`src/rtl/inst_fetch_pkg.sv`:
```
// Shared constants and types for the instruction fetch unit.
// Address width, default geometry and the fetch state encoding.
package inst_fetch_pkg;

  localparam int ADDR_W        = 32;
  localparam int MEM_WORDS_DEF = 64;
  localparam int RESET_PC_DEF  = 0;

  typedef enum logic {
    IDLE = 1'b0,
    RUN  = 1'b1
  } fetch_state_e;

endpackage

```
`src/rtl/fetch_pc_gen.sv`:
```
// Combinational fetch address selection: redirect, stall hold, or sequential
// increment, with every address kept inside the instruction memory.
module fetch_pc_gen
  import inst_fetch_pkg::*;
#(
  parameter int MEM_WORDS = MEM_WORDS_DEF
) (
  input  logic [ADDR_W-1:0] pc_i,
  input  logic [ADDR_W-1:0] req_pc_i,
  input  logic              run_i,
  input  logic              stall_i,
  input  logic              redirect_i,
  input  logic [ADDR_W-1:0] redirect_target_i,
  output logic [ADDR_W-1:0] mem_address_o,
  output logic [ADDR_W-1:0] pc_next_o
);

  localparam logic [ADDR_W-1:0] WORDS = ADDR_W'(MEM_WORDS);
  localparam logic [ADDR_W-1:0] LAST  = ADDR_W'(MEM_WORDS - 1);

  logic [ADDR_W-1:0] target_mod;
  logic [ADDR_W-1:0] target_inc;
  logic [ADDR_W-1:0] pc_inc;

  assign target_mod = redirect_target_i % WORDS;
  assign target_inc = (target_mod == LAST) ? '0 : target_mod + 1'b1;
  assign pc_inc     = (pc_i == LAST) ? '0 : pc_i + 1'b1;

  // Redirect outranks stall; stall only matters while an instruction is shown.
  always_comb begin
    mem_address_o = pc_i;
    pc_next_o     = pc_inc;
    if (redirect_i) begin
      mem_address_o = target_mod;
      pc_next_o     = target_inc;
    end else if (stall_i && run_i) begin
      mem_address_o = req_pc_i;
      pc_next_o     = pc_i;
    end
  end

endmodule

```
`src/rtl/inst_fetch.sv`:
```
// Instruction fetch unit driving a registered-read instruction memory.
// Presents one instruction per cycle, supports stall hold and redirect.
module inst_fetch
  import inst_fetch_pkg::*;
#(
  parameter int MEM_WORDS = MEM_WORDS_DEF,
  parameter int RESET_PC  = RESET_PC_DEF
) (
  input  logic              clk_i,
  input  logic              rst_ni,
  input  logic              stall_i,
  input  logic              redirect_i,
  input  logic [ADDR_W-1:0] redirect_target_i,
  output logic [ADDR_W-1:0] mem_address_o,
  input  logic [ADDR_W-1:0] mem_instruction_i,
  output logic [ADDR_W-1:0] instruction_o,
  output logic [ADDR_W-1:0] pc_out_o,
  output logic              valid_o,
  output logic [ADDR_W-1:0] fetch_count_o
);

  logic [ADDR_W-1:0] pc_q, pc_d;
  logic [ADDR_W-1:0] req_pc_q, req_pc_d;
  logic [ADDR_W-1:0] fetch_count_q, fetch_count_d;
  fetch_state_e      state_q, state_d;
  logic              accept;

  fetch_pc_gen #(
    .MEM_WORDS(MEM_WORDS)
  ) u_pc_gen (
    .pc_i              (pc_q),
    .req_pc_i          (req_pc_q),
    .run_i             (state_q == RUN),
    .stall_i           (stall_i),
    .redirect_i        (redirect_i),
    .redirect_target_i (redirect_target_i),
    .mem_address_o     (mem_address_o),
    .pc_next_o         (pc_d)
  );

  assign valid_o       = (state_q == RUN) && !redirect_i;
  assign accept        = valid_o && !stall_i;
  assign instruction_o = mem_instruction_i;
  assign pc_out_o      = req_pc_q;
  assign fetch_count_o = fetch_count_q;

  // The address sent to memory this cycle is exactly what is in flight next.
  always_comb begin
    req_pc_d      = mem_address_o;
    state_d       = RUN;
    fetch_count_d = fetch_count_q;
    if (accept) begin
      fetch_count_d = fetch_count_q + 1'b1;
    end
  end

  always_ff @(posedge clk_i or negedge rst_ni) begin
    if (!rst_ni) begin
      pc_q          <= ADDR_W'(RESET_PC);
      req_pc_q      <= '0;
      state_q       <= IDLE;
      fetch_count_q <= '0;
    end else begin
      pc_q          <= pc_d;
      req_pc_q      <= req_pc_d;
      state_q       <= state_d;
      fetch_count_q <= fetch_count_d;
    end
  end

endmodule

```
`config.mk`:
```
export PLATFORM = sky130hd
export DESIGN_NAME = inst_fetch
export DESIGN_NICKNAME = d
export VERILOG_FILES = /design/src/rtl/inst_fetch_pkg.sv /design/src/rtl/fetch_pc_gen.sv /design/src/rtl/inst_fetch.sv
export SDC_FILE = /design/constraint.sdc
export NUM_CORES = 1
export LEC_CHECK = 0
export CAP_MARGIN = 20
export CORE_ASPECT_RATIO = 1.4
export CORE_MARGIN = 4
export CORE_UTILIZATION = 50
export CTS_BUF_LIST = sky130_fd_sc_hd__clkbuf_2 sky130_fd_sc_hd__clkbuf_4 sky130_fd_sc_hd__clkbuf_8
export DETAILED_ROUTE_END_ITERATION = 16
export DONT_BUFFER_PORTS = 1
export PLACE_DENSITY = 0.72
export SLEW_MARGIN = 20
export SYNTH_ARGS = -nofsm -noshare
export SYNTH_HDL_FRONTEND = slang
export SYNTH_SLANG_ARGS = --single-unit
export TNS_END_PERCENT = 1
```
`constraint.sdc`:
```
create_clock -name clk_i -period 2.7 [get_ports clk_i]
set_clock_uncertainty 0.1 [all_clocks]
set_input_delay 0.675 -clock clk_i [delete_from_list [all_inputs] [get_ports clk_i]]
set_output_delay 0.675 -clock clk_i [all_outputs]
set_load 0.03 [all_outputs]
```
==> results.yml, run 1 <==
run_status:
  status: "complete, but fails checks"
  violations: "negative hold slack"
routing:
  drc_errors: 0
  drtIter0Drc: 260
  drt_wl_total_um: 11900
  vias: 4056
  dr.pass1.iters: 4
  post_drt_wl_per_cell_um: 17.4
  antenna_left: 0
  via_per_inst: 5.96
sta:
  whs_ns: -0.109
  finalCritPeriodShare_pct: 90.9
  tightest_slew_ns: 0.522
  hold_viol_final: 97
  rsz0062_at_grt: "no"
  min_period_ns: 2.46
  maxSlewHeadroom_pct: 64.9
  setup_slack_ns: 0.244
  setup_violations: 0
  fmax_mhz: 407
  slew_viol_final: 0
pwr:
  leakage_nw: 2.35
  power_density_mw_per_mm2: 547
  vdd_drop_max_uv: 319
floorplanning:
  start_util_pct: 51.6
  die_w_um: 93.6
  core_mm2: 0.00995
  die_y_um: 128
  die-area_mm2: 0.0120
  core.rowCount: 43
  io_pins: 197
grt:
  overflow: 0
  grt_use_total_pct: 20.7
  grt_pass1_vias: 4118
  grt_pass1_wl_um: 20000
  antenna_found_initial: 0
  grt_max_degree: 98
synthesis:
  syn_inst: 547
  ys_warn_count: 0
  async_reset_ff_share_pct: 100
  synth_nets: 618
  ys_seq_area_share_pct: 47.3
  synth_cell_type_count: 61
  ys.flop_type: "dfrtp_1"
  synth_area_mm2: 0.00513
  syn_area_per_cell_um2: 9.38
  synth_edf_count: 0
  synth-seq-cells: 97
clock_network:
  clock_latency_ns: 0.37
  h-tree-depth: 3
  root_buffer: "clkbuf_8"
  cts_resized: 0
  cts_buffer_depth: 2
  path_clk_slew_ns: 0.09
  tritoncts: "built"
  cts_setup_buffers: 0
  cts_sinks: 97
  numCtsBuffers: 9
placement:
  routabilityCongestion: 0.864
  place_worst_setup_slack_ns: 0.346
  hpwl_um: 8200
  port_buffers: 0
critical_path:
  cp_data_required_time_ns: 1.92
  end_kind: "primary output"
  cp.arrival_ns: 1.68
  rrSetupSlack_ns: 0.33
  start_kind: "flop"
  worstSetupPathType: "reg2out"
  worstRegToRegCells: 7
  cp_max_fo: 13
cells_and_area:
  diodes: 0
  nNetsFinal: 611
  area_growth_pct: 6.00
  drive_gt1_share_pct: 13.9
  mostFrequentLayoutCell: "nand2_1"
  mostFrequentLayoutCells: "98 x nand2_1, 97 x dfrtp_1, 43 x buf_4, 38 x a21oi_1, 35 x nand3_1"
  fillCellCount: 912
hold_path:
  hp-class: "in2async"
flow_run:
  cap_violations: 0
[worst max-delay path: stages, from the launching register on]
cell	delay (ns)
dfrtp_1	0.41
and2_2	0.21
buf_4	0.20
mux2i_1	0.13
o21ai_0	0.18
buf_4	0.19
[sequential cells by signal, summed over array words and instances (netlist names)]
name / count
fetch_count_o: 32
pc_out_o: 32
pc_q: 32
state_q: 1
[cells in the mapped netlist, drive strengths merged (12+ instances only)]
cell | number | area [um2]
nor2 | 19 | 71.3
a21oi | 38 | 190
nand2 | 98 | 368
xor2 | 13 | 114
xnor2 | 21 | 184
nand4 | 27 | 169
o21ai | 15 | 75.1
clkbuf | 16 | 91.3
buf | 45 | 324
and4 | 12 | 110
dfrtp | 97 | 2430
and3 | 13 | 86.3
nand3 | 36 | 185
[power breakdown]
part,internal (mW),leakage (nW),switching (mW)
logic,0.105,0.920,0.150
clock network,0.556,0.117,0.496
registers,1.51,1.31,0.159
[path summary, 6_finish.rpt]
path	from	endpoint
max	state_q$_DFF_PN0_	mem_address_o[5]
min	rst_ni	fetch_count_o[14]$_DFFE_PN0P_
max reg2reg	pc_q[1]$_DFFE_PN0P_	pc_q[26]$_DFFE_PN0P_
min reg2reg	pc_q[1]$_DFFE_PN0P_	pc_q[1]$_DFFE_PN0P_
max in group asynchronous	rst_ni	pc_out_o[12]$_DFF_PN0_
min in group clk_i	redirect_i	pc_q[6]$_DFFE_PN0P_
[routing by layer]
metal,wire (um),share of wire (%),GRT usage [%],vias to the layer above
met3,1040,8.8,6.69,20
met2,5980,50,34.6,166
met1,4660,39,24.2,1964
met5,0,0,0,-
met4,182,1.5,9.27,0
li1,-,-,-,1906
[through the flow]
step	TNS, ns	power [mW]	utilization, %	cells	instance area (um2)
finish	0	2.98	54.6	680	5440
global route	0	3.11	54.6	680	5440
CTS	0	3.01	54.6	680	5440
detailed placement	0	1.96	52.4	664	5220
global placement	0	1.94	52.4	664	5220
floorplan	-0.604	1.97	-	547	5130
[final cells by class]
class	instances	area, um2	share of cell area, %
clock buffers	11	145	2.67
clock inverters	5	78.8	1.45
inverters	7	26.3	0.483
multi-input cells	381	2250	41.4
flip-flops and latches	97	2430	44.6
well taps	135	169	3.11
repair buffers	44	343	6.30
[cells by family after synthesis]
kind of cell	synth area share [%]
AOI/OAI and AO/OA	11.5
xor gates and xnor gates	5.80
adders and majority gates	0.732
buffers and inverters	8.85
DFF	47.3
muxes	1.39
other	0.0731
and+or+nand+nor	24.3
(Power assumes the default switching activity.)
==> inputs of run 2 (changes only) <==
==> constraint.sdc (replaced) <==
create_clock -name clk_i -period 2.7 [get_ports clk_i]
set_clock_uncertainty 0.1 [all_clocks]
set_input_delay 0.675 -clock clk_i [delete_from_list [all_inputs] [get_ports clk_i]]
set_output_delay 0.675 -clock clk_i [all_outputs]
set_load 0.005 [all_outputs]
==> run 2 against run 1 <==
The flow still finishes with violations (negative hold slack). Via count is 3.2% lower. Critical endpoint is now mem_address_o[2]. Sequential share of layout area up 2.3 points. Wire length down 2.1%. Sequential power is 4% lower. Largest power group unchanged.
==> results.yml, run 2 (synthesis results as in run 1) <==
run_status:
  status: "complete, but fails checks"
  violations: "negative hold slack"
critical_path:
  rrSetupSlack_ns: 0.32
  cp_data_required_time_ns: 1.92
  cp_max_fo: 9
  end_kind: "primary output"
  start_kind: "flop"
  cp.arrival_ns: 1.69
  startpoint: "state_q$_DFF_PN0_"
  worstSetupPathType: "reg2out"
  r2r_end: "pc_q[13]$_DFFE_PN0P_"
  worstRegToRegCells: 6
  r2r-start: "pc_q[0]$_DFFE_PN0P_"
pwr:
  p_seq_share_pct: 56.5
  vdd_drop_max_uv: 299
  p_sw_uw: 714
  pwr-share-comb_pct: 6.8
  totalPowerFinal_mw: 2.83
  power_density_mw_per_mm2: 547
  internal_power_mw: 2.12
  pwr-share-clk_pct: 36.7
  leakage_nw: 2.15
  p_sw_share_pct: 25.2
routing:
  drt_wl_total_um: 11600
  dr.pass1.iters: 6
  post_drt_wl_per_cell_um: 18.0
  drtIter0Drc: 231
  antenna_left: 0
  vias: 3926
  via_per_inst: 6.10
  drc_errors: 0
placement:
  routabilityCongestion: 0.858
  port_buffers: 0
  hpwl_um: 7950
floorplanning:
  io_pins: 197
  start_util_pct: 51.6
  core_mm2: 0.00995
  die-area_mm2: 0.0120
  core.rowCount: 43
  die_w_um: 93.6
  die_y_um: 128
flow_run:
  cap_violations: 0
grt:
  grt_max_degree: 98
  antenna_found_initial: 0
  grt_pass1_wl_um: 19200
  grt_use_total_pct: 20.0
  grt_pass1_vias: 3946
  overflow: 0
sta:
  hold_viol_final: 97
  finalCritPeriodShare_pct: 91.3
  min_period_ns: 2.47
  whs_ns: -0.109
  setup_violations: 0
  fmax_mhz: 406
  slew_viol_final: 0
  maxSlewHeadroom_pct: 57.3
  rsz0062_at_grt: "no"
  timing.setup.tns_ns: 0
  tightest_slew_ns: 0.639
clock_network:
  h-tree-depth: 3
  clock_latency_ns: 0.37
  root_buffer: "clkbuf_8"
  path_clk_slew_ns: 0.09
  tritoncts: "built"
  cts_resized: 0
  numCtsBuffers: 9
  cts_setup_buffers: 0
  cts_buffer_depth: 2
  cts_sinks: 97
cells_and_area:
  mostFrequentLayoutCell: "nand2_1"
  nNetsFinal: 575
  diodes: 0
  mostFrequentLayoutCells: "98 x nand2_1, 97 x dfrtp_1, 38 x a21oi_1, 35 x nand3_1, 27 x nand4_1"
  area_growth_pct: 0.878
  drive_gt1_share_pct: 7.86
hold_path:
  hp-class: "in2async"
run 2: cell count changes in the layout (fill, tap and decap cells not counted), sizes merged:
cell      previous run  this run
clkbuf              11         9
buf                 44         8
clkinvlp             0         1
clkinv               3         4
run 2: worst max-delay path by stage:
stage                            to  slack (ns)  cells past startpoint
2_1_floorplan      mem_address_o[2]        0.31                      5
3_3_place_gp   pc_q[13]$_DFFE_PN0P_        0.39                      6
3_5_place_dp   pc_q[13]$_DFFE_PN0P_        0.38                      6
4_1_cts            mem_address_o[3]        0.19                      4
5_1_grt        pc_q[21]$_DFFE_PN0P_        0.09                      6
6_report           mem_address_o[2]        0.23                      4
run 2: power by group through the flow:
stage               Clock (mW)  Sequential, mW  Combinational [mW]
floorplan                    0            1.60               0.210
global placement             0            1.63               0.186
detailed placement           0            1.63               0.193
CTS                       1.08            1.60               0.195
global route              1.12            1.62               0.218
finish                    1.04            1.60               0.192
run 2: critical path, stage by stage (launching register included):
cell and delay (ns):
dfrtp_1 0.42, and2_2 0.29, buf_4 0.20, mux2i_1 0.12
o21ai_0 0.29
run 2: area by class of cell:
class                           instances  area [um2]
Clock buffer                            9         124
Clock inverter                          7        95.1
Fill cell                             913        4780
Inverter                                7        26.3
Multi-Input combinational cell        381        2250
Sequential cell                        97        2430
Tap cell                              135         169
Timing Repair Buffer                    8        85.1
run 2: per-layer routing:
metal / part of all wire [%] / GRT usage, % / up-vias
li1: - / - / 1833
met2: 50 / 32.8 / 150
met5: 0 / 0 / -
met4: 2.0 / 9.69 / 0
met1: 39 / 24.3 / 1922
met3: 8.7 / 5.46 / 21
run 2: stage by stage:
step	cell area (um2)	util, %	std cells	worst slack [ns]	hold WS, ns
after floorplan	5130	-	547	0.310	0.279
after global placement	4960	49.8	628	0.388	0.282
after detailed placement	4960	49.8	628	0.375	0.282
after CTS	5180	52.0	644	0.188	-0.133
after global routing	5180	52.0	644	0.0895	-0.142
final	5180	52.0	644	0.235	-0.109
